--- src/rtl/mult_pkg.sv ---
// mult_pkg: shared types and constants for the shift-and-add multiplier
// front end (partial_product_gen).
//   IN_WIDTH_DEF / OUT_WIDTH_DEF : default operand / partial-product widths
//   cnt_width()                  : bit-counter width for a given operand width
//   state_t + ST_* constants     : controller state encoding (IDLE/RUN/FLUSH)
package mult_pkg;

  localparam int IN_WIDTH_DEF  = 16;
  localparam int OUT_WIDTH_DEF = 32;

  // Counter indexes multiplier bits 0..w-1, so $clog2(w) bits suffice.
  // Clamp to 1 so a 1-bit operand still gets a legal vector.
  function automatic int cnt_width(input int w);
    return (w > 1) ? $clog2(w) : 1;
  endfunction

  typedef logic [1:0] state_t;

  localparam state_t ST_IDLE  = 2'd0;
  localparam state_t ST_RUN   = 2'd1;
  localparam state_t ST_FLUSH = 2'd2;

endpackage

--- src/rtl/partial_product_gen_if.sv ---
// partial_product_gen_if: operand/start inputs and partial-product outputs
// of partial_product_gen bundled together.
//   i_run, i_multiplicand, i_multiplier : start request and operands
//   o_bit_shifted, o_valid              : partial product stream to the accumulator
//   o_acc_clear, o_busy, o_done         : accumulator clear, activity, completion
//   dbg_state                           : controller state, for observation only
//
// Handshake: there is no ready signal. i_run is sampled only while the
// block is idle (o_busy=0, which includes the o_done cycle); a sampled
// i_run=1 accepts the operands on that clock edge. Outputs are a
// free-running stream: o_valid qualifies o_bit_shifted, which is zero
// whenever o_valid is low, and the consumer must take it every cycle.
// Modports: master = the side that starts operations, slave = the multiplier.
interface partial_product_gen_if
  import mult_pkg::*;
#(
  parameter int IN_WIDTH  = IN_WIDTH_DEF,
  parameter int OUT_WIDTH = OUT_WIDTH_DEF
);

  logic                 i_run;
  logic [IN_WIDTH-1:0]  i_multiplicand;
  logic [IN_WIDTH-1:0]  i_multiplier;
  logic [OUT_WIDTH-1:0] o_bit_shifted;
  logic                 o_valid;
  logic                 o_acc_clear;
  logic                 o_busy;
  logic                 o_done;
  state_t               dbg_state;

  modport master (
    output i_run,
    output i_multiplicand,
    output i_multiplier,
    input  o_bit_shifted,
    input  o_valid,
    input  o_acc_clear,
    input  o_busy,
    input  o_done,
    input  dbg_state
  );

  modport slave (
    input  i_run,
    input  i_multiplicand,
    input  i_multiplier,
    output o_bit_shifted,
    output o_valid,
    output o_acc_clear,
    output o_busy,
    output o_done,
    output dbg_state
  );

endinterface

--- src/rtl/partial_product_gen.sv ---
// partial_product_gen: sequential shift-and-add multiplier front end.
// Accepts an unsigned multiplicand/multiplier pair and emits one shifted
// partial product per cycle (multiplier LSB first) for a downstream
// accumulator that adds o_bit_shifted every cycle. Sequence per operation:
// one o_acc_clear cycle, IN_WIDTH valid partial products, then an o_done
// cycle in which the accumulator holds the full product.
// Ports:
//   clk   : rising-edge clock
//   reset : synchronous, active-high
//   bus   : partial_product_gen_if.slave (operands, start, stream, status)
module partial_product_gen
  import mult_pkg::*;
#(
  parameter int IN_WIDTH  = IN_WIDTH_DEF,
  parameter int OUT_WIDTH = OUT_WIDTH_DEF
) (
  input  logic                  clk,
  input  logic                  reset,
  partial_product_gen_if.slave  bus
);

  // The full product is exactly 2*IN_WIDTH bits; any other width would
  // either truncate the largest shift or waste accumulator bits.
  if (OUT_WIDTH != 2 * IN_WIDTH) begin : g_width_check
    $error("partial_product_gen: OUT_WIDTH must equal 2*IN_WIDTH");
  end

  localparam int                CNT_W    = cnt_width(IN_WIDTH);
  localparam logic [CNT_W-1:0]  LAST_CNT = CNT_W'(IN_WIDTH - 1);

  state_t                state_q;
  logic [CNT_W-1:0]      cnt_q;
  logic [IN_WIDTH-1:0]   mcand_q;
  logic [IN_WIDTH-1:0]   mplier_q;
  logic [OUT_WIDTH-1:0]  pp_q;
  logic                  valid_q;
  logic                  clear_q;
  logic                  done_q;

  logic [OUT_WIDTH-1:0]  mcand_ext;
  logic [OUT_WIDTH-1:0]  pp_next;

  // Zero-extend before shifting so the top bits of the multiplicand are
  // never lost; the largest shift (IN_WIDTH-1) still fits in OUT_WIDTH.
  always_comb begin
    mcand_ext = OUT_WIDTH'(mcand_q);
    pp_next   = '0;
    if (mplier_q[cnt_q]) begin
      pp_next = mcand_ext << cnt_q;
    end
  end

  always_ff @(posedge clk) begin
    if (reset) begin
      state_q  <= ST_IDLE;
      cnt_q    <= '0;
      mcand_q  <= '0;
      mplier_q <= '0;
      pp_q     <= '0;
      valid_q  <= 1'b0;
      clear_q  <= 1'b0;
      done_q   <= 1'b0;
    end else begin
      // Pulses and the stream default to zero: the accumulator adds every
      // cycle, so anything other than a RUN cycle must present 0.
      pp_q    <= '0;
      valid_q <= 1'b0;
      clear_q <= 1'b0;
      done_q  <= 1'b0;

      case (state_q)
        ST_IDLE: begin
          if (bus.i_run) begin
            mcand_q  <= bus.i_multiplicand;
            mplier_q <= bus.i_multiplier;
            cnt_q    <= '0;
            clear_q  <= 1'b1;
            state_q  <= ST_RUN;
          end
        end

        ST_RUN: begin
          // Zero multiplier bits still take a cycle: latency is fixed.
          pp_q    <= pp_next;
          valid_q <= 1'b1;
          cnt_q   <= cnt_q + 1'b1;
          if (cnt_q == LAST_CNT) begin
            state_q <= ST_FLUSH;
          end
        end

        ST_FLUSH: begin
          // The last partial product is being added this cycle, so the
          // accumulator holds the product in the cycle after this edge.
          done_q  <= 1'b1;
          state_q <= ST_IDLE;
        end

        default: begin
          state_q <= ST_IDLE;
        end
      endcase
    end
  end

  assign bus.o_bit_shifted = pp_q;
  assign bus.o_valid       = valid_q;
  assign bus.o_acc_clear   = clear_q;
  assign bus.o_busy        = (state_q != ST_IDLE);
  assign bus.o_done        = done_q;
  assign bus.dbg_state     = state_q;

endmodule
--- src/flat_wrapper.sv ---
// flat-port wrapper written by rule: the top's interface ports become plain ports
module partial_product_gen_flat import mult_pkg::*;
#(
  parameter int IN_WIDTH  = IN_WIDTH_DEF,
  parameter int OUT_WIDTH = OUT_WIDTH_DEF
)
  (clk, reset, bus_i_run, bus_i_multiplicand, bus_i_multiplier, bus_o_bit_shifted, bus_o_valid, bus_o_acc_clear, bus_o_busy, bus_o_done, bus_dbg_state);
  partial_product_gen_if #(.IN_WIDTH(IN_WIDTH), .OUT_WIDTH(OUT_WIDTH)) bus_i ();
  input  logic clk;
  input  logic reset;
  input wire logic [$bits(bus_i.i_run)-1:0] bus_i_run;
  input wire logic [$bits(bus_i.i_multiplicand)-1:0] bus_i_multiplicand;
  input wire logic [$bits(bus_i.i_multiplier)-1:0] bus_i_multiplier;
  output wire logic [$bits(bus_i.o_bit_shifted)-1:0] bus_o_bit_shifted;
  output wire logic [$bits(bus_i.o_valid)-1:0] bus_o_valid;
  output wire logic [$bits(bus_i.o_acc_clear)-1:0] bus_o_acc_clear;
  output wire logic [$bits(bus_i.o_busy)-1:0] bus_o_busy;
  output wire logic [$bits(bus_i.o_done)-1:0] bus_o_done;
  output wire logic [$bits(bus_i.dbg_state)-1:0] bus_dbg_state;
  assign bus_i.i_run = bus_i_run;
  assign bus_i.i_multiplicand = bus_i_multiplicand;
  assign bus_i.i_multiplier = bus_i_multiplier;
  assign bus_o_bit_shifted = bus_i.o_bit_shifted;
  assign bus_o_valid = bus_i.o_valid;
  assign bus_o_acc_clear = bus_i.o_acc_clear;
  assign bus_o_busy = bus_i.o_busy;
  assign bus_o_done = bus_i.o_done;
  assign bus_dbg_state = bus_i.dbg_state;
  partial_product_gen #(.IN_WIDTH(IN_WIDTH), .OUT_WIDTH(OUT_WIDTH)) u_core (.clk(clk), .reset(reset), .bus(bus_i));
endmodule
--- config.mk ---
export PLATFORM = sky130hd
export DESIGN_NAME = partial_product_gen_flat
export DESIGN_NICKNAME = d
export VERILOG_FILES = /design/src/rtl/mult_pkg.sv /design/src/rtl/partial_product_gen_if.sv /design/src/rtl/partial_product_gen.sv /design/src/flat_wrapper.sv
export SDC_FILE = /design/constraint.sdc
export NUM_CORES = 1
export LEC_CHECK = 0
export BUFFER_PORTS_ARGS = -buffer_cell sky130_fd_sc_hd__buf_2
export CORE_MARGIN = 2
export CORE_UTILIZATION = 45
export CTS_CLUSTER_DIAMETER = 50
export DETAILED_ROUTE_END_ITERATION = 16
export MAX_ROUTING_LAYER = met4
export PLACE_DENSITY = 0.79
export REMOVE_ABC_BUFFERS = 1
export SKIP_CTS_REPAIR_TIMING = 1
export SLEW_MARGIN = 20
export SYNTH_ARGS = -nofsm -noshare
export SYNTH_HDL_FRONTEND = slang
export SYNTH_SLANG_ARGS = --single-unit
--- constraint.sdc ---
create_clock -name clk -period 2.8 [get_ports clk]
set_clock_uncertainty 0.15 [all_clocks]
set_input_delay 0.14 -clock clk [delete_from_list [all_inputs] [get_ports clk]]
set_output_delay 0.14 -clock clk [all_outputs]
set_load 0.01 [all_outputs]
==> run metrics, run 1 <==
predominant post-synthesis flop cell=dfxtp_1; DRC=0; vias in the first global route=2625; mapped cell area=0.00334 mm^2; Worst EP arrival=2.54 ns; setup tns final=0 ns; status=completed; Clk network pwr share=37.1%; clk buf depth=2; critical path type=flip-flop to flip-flop; clk_lat worst skew=0.35 ns; Largest delay share family, worst path=compound AO/OA/AOI/OAI gates; Synth Area in XOR/XNOR=0%; hpwl dp=5450 um; Worst-Margin Slew=0.872 ns; Synthesis Warnings=0; DIE AREA=0.00813 mm^2; height of the die=90.1 um; Synth top area share=43.2%; Switching Fraction=24.9%; nets@finish=494; Tcrit/Tclk final=87.5%; worst r2r dst=u_core.bus.o_bit_shifted[8]; Final Critical Period=2.45 ns; crit-path cells=mux2i_1 > a2111oi_4 > nand3_2 > a221oi_1; Area Growth Syn to Fin=27.2%; number of buffers inserted by port buffering=71; crit-path max FO=23; mean area per synthesized cell=9.15 um^2; r2r worst-path depth=4; CP max-delay cell=dfxtp_1; Synth area leaders=dfxtp_1 43%, mux2i_1 8.4%, nand2_1 8.2%; FFs w/ async S/R, synth=0%; Worst-path clk slew=0.07 ns; Adder-Cell Fraction of Synth Area=0.375%; VDD IR-drop max=0.228 mV; CP Depth=4; crit path from=u_core.cnt_q[0]; Seq/Total Area, Yosys=43.2%; Flop pwr share=50.6%; Num CTS Buffers=9; CP Capture Type=flip-flop; RSZ-0062 raised after global routing=no; met3 Resource Use GR=4.78%; largest net degree at the start of global routing=44; fillers=643; Initial Util=46.3%; WL final=8000 um; Most Used Layer, Global Route=met2; M2 GR Usage=32.6%; global placer's final weighted congestion=0.899; final slew viol count=0; Startpoint Class=flip-flop; LEAKAGE=1.62 nW; Hold Crit Class=input pin to flip-flop; final hold vios=0; diode count=0; max-cap violations=0; Pint=0.00163 W; initial drt markers=214; post-synth top area cell=dfxtp_1; First-pass DRT Iterations=4; Req. time, crit path=2.89 ns; relative slew slack=41.7%; post-synthesis mux area share=16.1%; FF+latch count, synth=72; post-route ant nets=0; num ports=73; Final setup viols=0; Die Width=90.1 um; EDFF count, synth=0; CP endpoint=u_core.bus.o_bit_shifted[8]; P_sw=0.000539 W; global-route wire length before repair=12600 um; clk sink count=72; main combinational cell family by area after synthesis=simple AND/OR/NAND/NOR gates; Vias/cell=5.21; total number of vias=2928; Row Count=31; Max H-tree Level=3; post-synthesis compound-gate area fraction=17.2%; Synth cell types=37; crit-path max cell delay=0.61 ns; core region area=0.00721 mm^2; R2R setup slack=0.35 ns; WL per Instance=14.2 um; Logic pwr share=12.4%; GRT Resource Usage Total=19.5%; clock root buffer=clkbuf_8; Worst Path Buf+Inv=0; met1 Use GR=23.4%; Overflow after GRT=0; ratio of cells with drive above 1 in the final layout=26.6%; CTS tree=yes; final hold slack=0.142 ns; Post-Synthesis Cells=365; reg-to-reg critical path startpoint=u_core.cnt_q[0]; Peak Freq=408 MHz; initial antenna violation count=0; simple-gate share of the synthesized area=17.5%; Power Dens Cells=509 mW/mm^2
## per-layer routing
metal	vias up	part of all wire, %
met5	-	0
met4	0	1.3
met3	13	4.3
met2	67	51
met1	1387	44
li1	1461	-
## through the flow
step                setup slack (ns)  util [%]  cell area (um^2)  instances  total power [W]
detailed placement             0.263      51.7              3730        514          0.00135
global route                   0.161      58.9              4250        562          0.00225
global placement               0.327      51.7              3730        514          0.00134
finish                         0.351      58.9              4250        562          0.00216
CTS                            0.250      54.3              3920        530          0.00214
floorplan                     -0.211         -              3170        334          0.00126
## worst min-delay path, stage by stage
cell	delay [ns]
buf_2	0.10
nor3b_2	0.21
nand2_1	0.09
a21oi_1	0.05
## layout make-up
type | count | area, um^2 | share of cell area (%)
Inverter | 4 | 15.0 | 0.353
Clock buffer | 14 | 153 | 3.59
Clock inverter | 2 | 38.8 | 0.913
Tap cell | 99 | 124 | 2.92
Sequential cell | 72 | 1440 | 33.9
Multi-Input combinational cell | 258 | 1730 | 40.6
Timing Repair Buffer | 113 | 751 | 17.7
## power by group through the flow
stage	registers (W)	clock network, W	logic (W)
after CTS	0.00109	0.000818	0.000230
after detailed placement	0.00112	0	0.000229
final	0.00109	0.000803	0.000267
after floorplan	0.00112	0	0.000141
after global placement	0.00112	0	0.000224
after global routing	0.00110	0.000857	0.000295
## how the worst min path moves through the flow
stage	start	to	slack, ns	cells after the start
CTS	bus_i_multiplier[9]	u_core.mplier_q[9]	-0.13	3
global route	bus_i_run	u_core.mcand_q[1]	0.18	4
finish	bus_i_run	u_core.mcand_q[2]	0.14	4
floorplan	reset	u_core.cnt_q[1]	0.06	1
detailed placement	bus_i_multiplier[9]	u_core.mplier_q[9]	0.24	3
global placement	bus_i_multiplicand[5]	u_core.mcand_q[5]	0.23	3
## state kept, by name, indices dropped and copies added, names as in the netlist
| signal | count |
|---|---|
| u_core.bus.dbg_state | 2 |
| u_core.bus.o_acc_clear | 1 |
| u_core.bus.o_bit_shifted | 31 |
| u_core.bus.o_done | 1 |
| u_core.bus.o_valid | 1 |
| u_core.cnt_q | 4 |
| u_core.mcand_q | 16 |
| u_core.mplier_q | 16 |
## Yosys cell counts (all sizes together) (2+ instances only)
cell type,n
buf,15
nand2b,3
nand3,4
nand3b,3
a221oi,12
nor2b,4
nand4,2
a21oi,46
mux2i,28
mux2,7
inv,4
clkbuf,16
and2,5
o22ai,2
a2111oi,2
nor2,34
o2bb2ai,2
mux4,8
a31oi,3
nor3,4
dfxtp,72
nand2,73
o21ai,5
nor3b,2
## placed cells by master, fill, tap and decap left out, types with 3 or more instances in the layout
| master | Yosys | routed |
|---|---|---|
| inv_1 | 4 | 4 |
| dlygate4sd3_1 | 0 | 32 |
| mux2_2 | 7 | 7 |
| nor2_1 | 34 | 34 |
| mux4_2 | 8 | 8 |
| dfxtp_1 | 72 | 72 |
| nand3b_1 | 3 | 3 |
| mux2i_1 | 28 | 28 |
| and2_1 | 5 | 5 |
| a21oi_1 | 46 | 46 |
| nor3_1 | 4 | 4 |
| o21ai_0 | 5 | 5 |
| nand3_1 | 3 | 3 |
| buf_4 | 4 | 10 |
| a221oi_1 | 3 | 3 |
| nor2b_1 | 4 | 4 |
| a31oi_1 | 3 | 3 |
| clkbuf_1 | 16 | 4 |
| nand2_1 | 73 | 73 |
| buf_2 | 7 | 71 |
| nand2b_1 | 3 | 3 |
| clkbuf_8 | 0 | 10 |
| a221oi_2 | 9 | 9 |
## logic make-up (layout without fill, tap and decap cells)
logic type,Yosys count,after routing
other cells,1,1
simple gates,135,135
flops,72,72
mux,43,43
compound gates,78,78
fa+ha+maj,1,1
buf+inv,35,133
(Power assumes the default switching activity.)
==> inputs of run 2 (changes only) <==
Settings changed: PLACE_DENSITY 0.79 to 0.75.
==> run 2 against run 1 <==
Worst hold slack improved by 0.012 ns. Power shrank 4.1%. Critical path depth unchanged. First-iteration DRC count down 31%. Die area is the same. Clock-buffer cell count rose by 1. Worst setup slack better by 0.084 ns. Largest power group unchanged. Utilization decreased by 0.57 points. Critical path type unchanged. Non-clock buffer count decreased by 1. Wire length shrank 1.7%. Register-to-register slack better by 0.08 ns. Final cell count is 0.36% lower.
==> run metrics, run 2 (synthesis results as in run 1) <==
Max H-tree Level=3 (unchanged); worst r2r dst=u_core.bus.o_bit_shifted[13]; GRT Resource Usage Total=19.5% (+0.025 points); Initial Util=46.3% (unchanged); largest net degree at the start of global routing=44 (unchanged); most frequent cells in the layout=73 x nand2_1, 72 x dfxtp_1, 71 x buf_2, 46 x a21oi_1, 34 x nor2_1; r2r worst-path depth=4 (unchanged); total number of vias=2895 (-1.1%); reg-to-reg critical path startpoint=u_core.cnt_q[0]; Hold Crit Class=input pin to flip-flop; CP Capture Type=flip-flop; initial antenna violation count=0 (unchanged); status=completed; LEAKAGE=1.61 nW (-0.97%); Startpoint Class=flip-flop; clk sink count=72 (unchanged); First-pass DRT Iterations=4 (unchanged); Row Count=31 (unchanged); Die Width=90.1 um (unchanged); WL final=7860 um (-1.7%); global placer's final weighted congestion=0.881 (-2.0%); crit path from=u_core.cnt_q[0]; final slew viol count=0 (unchanged); CP endpoint=u_core.bus.o_bit_shifted[13]; Peak Freq=423 MHz (+3.5%); Placed Area=0.00372 mm^2 (-0.20%); cell total after placement=513 (-0.19%); max-cap violations=0 (unchanged); final hold vios=0 (unchanged); CTS tree=yes; DRC=0 (unchanged); diode count=0 (unchanged); Num CTS Buffers=9 (unchanged); hpwl dp=5290 um (-2.9%); total power=0.00208 W (-4.1%); R2R setup slack=0.43 ns (+0.08 ns); RSZ-0062 raised after global routing=no; clk buf depth=2 (unchanged); post-route ant nets=0 (unchanged); Power Dens Cells=493 mW/mm^2 (-3.2%); leading cell type in the layout, fill and taps excluded=nand2_1; core region area=0.00721 mm^2 (unchanged); clk_lat worst skew=0.35 ns (about the same); Vias/cell=5.17 (-0.77%); Tcrit/Tclk final=84.5% (-3.0 points); Worst EP arrival=2.47 ns (-0.07 ns); nets@finish=493 (-0.20%); number of buffers inserted by port buffering=71 (unchanged); Largest register FFs=31 (unchanged); DIE AREA=0.00813 mm^2 (unchanged); Final Cell Area=0.00421 mm^2 (-0.97%); clock root buffer=clkbuf_8; crit-path max FO=23 (unchanged); relative slew slack=45.1% (+3.3 points); Final Critical Period=2.37 ns (-0.0837 ns); Area Growth Syn to Fin=26.0%; height of the die=90.1 um (unchanged); WL per Instance=14.0 um (-1.3%); critical path type=flip-flop to flip-flop; initial drt markers=147 (-31%); num ports=73 (unchanged); Overflow after GRT=0 (unchanged); VDD IR-drop max=0.239 mV (+4.6%); fin cells=560 (-0.36%); Worst-Margin Slew=0.824 ns (-0.0481 ns); Req. time, crit path=2.90 ns (about the same); ratio of cells with drive above 1 in the final layout=26.2% (-0.32 points); global-route wire length before repair=12400 um (-1.9%); vias in the first global route=2597 (-1.1%); post-layout util=58.3% (-0.57 points); Final setup viols=0 (unchanged); Worst-path clk slew=0.07 ns (about the same)
## run 2: layout make-up
class,instances,area (um^2)
clock buffer,15,166
fill,645,3010
inverter,4,15.0
multi-input combinational,258,1720
sequential,72,1440
tap,99,124
timing repair buffer,112,743
## run 2: metal layers
layer  wire (um)  track usage, %  part of all wire, %
met4         158            8.33                  2.0
met3         292            4.86                  3.7
met5           0               -                    0
met1        3540            24.0                   45
met2        3870            30.6                   49
## run 2: worst min path at each step
stage | depth (start not counted) | from | to | slack (ns)
6_report | 4 | bus_i_run | u_core.bus.o_acc_clear | 0.15
5_1_grt | 4 | bus_i_run | u_core.bus.o_acc_clear | 0.21
4_1_cts | 3 | bus_i_multiplier[8] | u_core.mplier_q[8] | -0.14
3_5_place_dp | 3 | bus_i_multiplicand[9] | u_core.mcand_q[9] | 0.24
3_3_place_gp | 3 | bus_i_multiplicand[10] | u_core.mcand_q[10] | 0.23
2_1_floorplan | 1 | reset | u_core.cnt_q[1] | 0.06
## run 2: power by group
group / switching (W) / leakage (nW) / internal, W
Combinational: 0.000139 / 0.938 / 0.000128
Clock: 0.000350 / 0.0838 / 0.000367
Sequential: 0.0000330 / 0.586 / 0.00106
Total: 0.000522 / 1.61 / 0.00155
## run 2: through the flow
step,setup slack (ns),setup TNS [ns],hold slack (ns)
after global placement,0.572,0,0.235
after floorplan,-0.211,-0.587,0.0591
after global routing,0.254,0,0.205
after CTS,0.424,0,-0.137
after detailed placement,0.483,0,0.238
final,0.435,0,0.153
## run 2: critical path: stages (launching register included)
cell and delay, ns:
dfxtp_1 0.54, mux2i_1 0.20, a2111oi_4 0.38, nand3_2 0.52, a221oi_2 0.47
==> inputs of run 3 (changes only) <==
Clock period 2.8 ns to 2.23 ns, I/O delays scaled along.
==> run 3 against run 2 <==
Highest routed layer unchanged. Combinational power rose by 31%. Die area stayed put. Sequential share of layout area fell by 0.72 points. Clock-buffer cell count decreased by 4. First-iteration DRC count rose by 29%. Utilization is 1.2 points higher. Worst hold slack worse by 0.020 ns. Critical path depth up 2. Wire length up 1.5%.
==> run metrics, run 3 (synthesis results as in run 1) <==
Tcrit/Tclk final=90.6% (+6.1 points); Hold Crit Class=input pin to flip-flop; ratio of cells with drive above 1 in the final layout=27.7% (+1.5 points); Area Growth Syn to Fin=28.7%; Worst EP arrival=2.10 ns (-0.37 ns); Final setup viols=0 (unchanged); hpwl dp=5500 um (+4.0%); DRC=0 (unchanged); nets@finish=503 (+2.0%); Worst-path clk slew=0.07 ns (about the same); CP Capture Type=flip-flop; Vias/cell=5.23 (+1.1%); post-route ant nets=0 (unchanged); core region area=0.00721 mm^2 (unchanged); num ports=73 (unchanged); critical path type=flip-flop to flip-flop; Startpoint Class=flip-flop; GRT Resource Usage Total=20.1% (+0.63 points); number of buffers inserted by port buffering=71 (unchanged); Final Critical Period=2.02 ns (-0.345 ns); Max H-tree Level=3 (unchanged); VDD IR-drop max=0.284 mV (+19%); First-pass DRT Iterations=4 (unchanged); cell total after placement=522 (+1.8%); Power Dens Cells=591 mW/mm^2 (+20%); clock root buffer=clkbuf_8; reg-to-reg critical path startpoint=u_core.cnt_q[1]; Largest register FFs=31 (unchanged); clk_lat worst skew=0.35 ns (about the same); r2r worst-path depth=6 (+2); global-route wire length before repair=12800 um (+3.5%); clk buf depth=2 (unchanged); Row Count=31 (unchanged); CP endpoint=u_core.bus.o_bit_shifted[18]; fillers=670 (+3.9%); Initial Util=46.3% (unchanged); final slew viol count=0 (unchanged); global placer's final weighted congestion=0.891 (+1.2%); Die Width=90.1 um (unchanged); crit path from=u_core.cnt_q[1]; crit-path max FO=13 (-43%); Req. time, crit path=2.31 ns (-0.59 ns); R2R setup slack=0.21 ns (-0.23 ns); WL per Instance=14.0 um (about the same); total number of vias=2969 (+2.6%); Overflow after GRT=0 (unchanged); LEAKAGE=1.66 nW (+3.3%); diode count=0 (unchanged); status=completed; WL final=7980 um (+1.5%); final hold slack=0.133 ns (-0.0202 ns); post-layout util=59.6% (+1.2 points); initial antenna violation count=0 (unchanged); most frequent cells in the layout=73 x nand2_1, 72 x dfxtp_1, 71 x buf_2, 46 x a21oi_1, 34 x nor2_1; initial drt markers=189 (+29%); Worst Hold Depth=4 (unchanged); CTS tree=yes; leading cell type in the layout, fill and taps excluded=nand2_1; largest net degree at the start of global routing=41 (-6.8%); RSZ-0062 raised after global routing=no; clk sink count=72 (unchanged); Peak Freq=495 MHz (+17%); height of the die=90.1 um (unchanged); worst r2r dst=u_core.bus.o_bit_shifted[18]; vias in the first global route=2699 (+3.9%); Num CTS Buffers=9 (unchanged); setup tns final=0 ns (unchanged); DIE AREA=0.00813 mm^2 (unchanged); fin cells=568 (+1.4%); max-cap violations=0 (unchanged); final hold vios=0 (unchanged)
==> run 3: how the worst min path moves through the flow <==
stage,end,from,slack (ns)
floorplan,u_core.cnt_q[1],reset,0.03
global placement,u_core.mcand_q[1],bus_i_multiplicand[1],0.20
detailed placement,u_core.mplier_q[10],bus_i_multiplier[10],0.21
CTS,u_core.mplier_q[10],bus_i_multiplier[10],-0.17
global route,u_core.bus.o_acc_clear,bus_i_run,0.21
finish,u_core.bus.o_acc_clear,bus_i_run,0.13
==> run 3: stage by stage <==
stage               worst slack (ns)  power [W]  cell area [um^2]
floorplan                     -0.781    0.00158              3170
global placement               0.296    0.00169              3830
detailed placement             0.219    0.00170              3830
CTS                            0.205    0.00252              3970
global route                  0.0721    0.00266              4300
finish                         0.210    0.00254              4300
==> run 3: worst max-delay path: stages, from the launching register on <==
cell and delay [ns]:
dfxtp_1 0.50, buf_12 0.20, buf_4 0.18, mux2i_1 0.27
o22ai_1 0.14, a31oi_1 0.33, a221oi_2 0.12
==> run 3: layout make-up <==
type | count | area [um^2] | area share, %
well taps | 99 | 124 | 2.88
flip-flops and latches | 72 | 1440 | 33.5
clock buffers | 11 | 131 | 3.06
multi-input cells | 258 | 1720 | 40.0
clock inverters | 2 | 10.0 | 0.233
inverters | 4 | 15.0 | 0.349
repair buffers | 122 | 858 | 20.0
==> run 3: metal layers <==
metal  GRT usage, %  share of wire [%]  wire length [um]  up-vias
met4           8.72                2.9               235        0
met3           5.03                5.7               455       20
li1               -                  -                 -     1476
met2           32.5                 50              3980       94
met5              -                  0                 0        -
met1           23.9                 41              3300     1379
==> run 3: power breakdown <==
part | switching, W | internal [W] | leakage, nW | total (W)
Clock | 0.000437 | 0.000382 | 0.0749 | 0.000819
Sequential | 0.0000406 | 0.00133 | 0.586 | 0.00137
Combinational | 0.000178 | 0.000172 | 1.00 | 0.000350
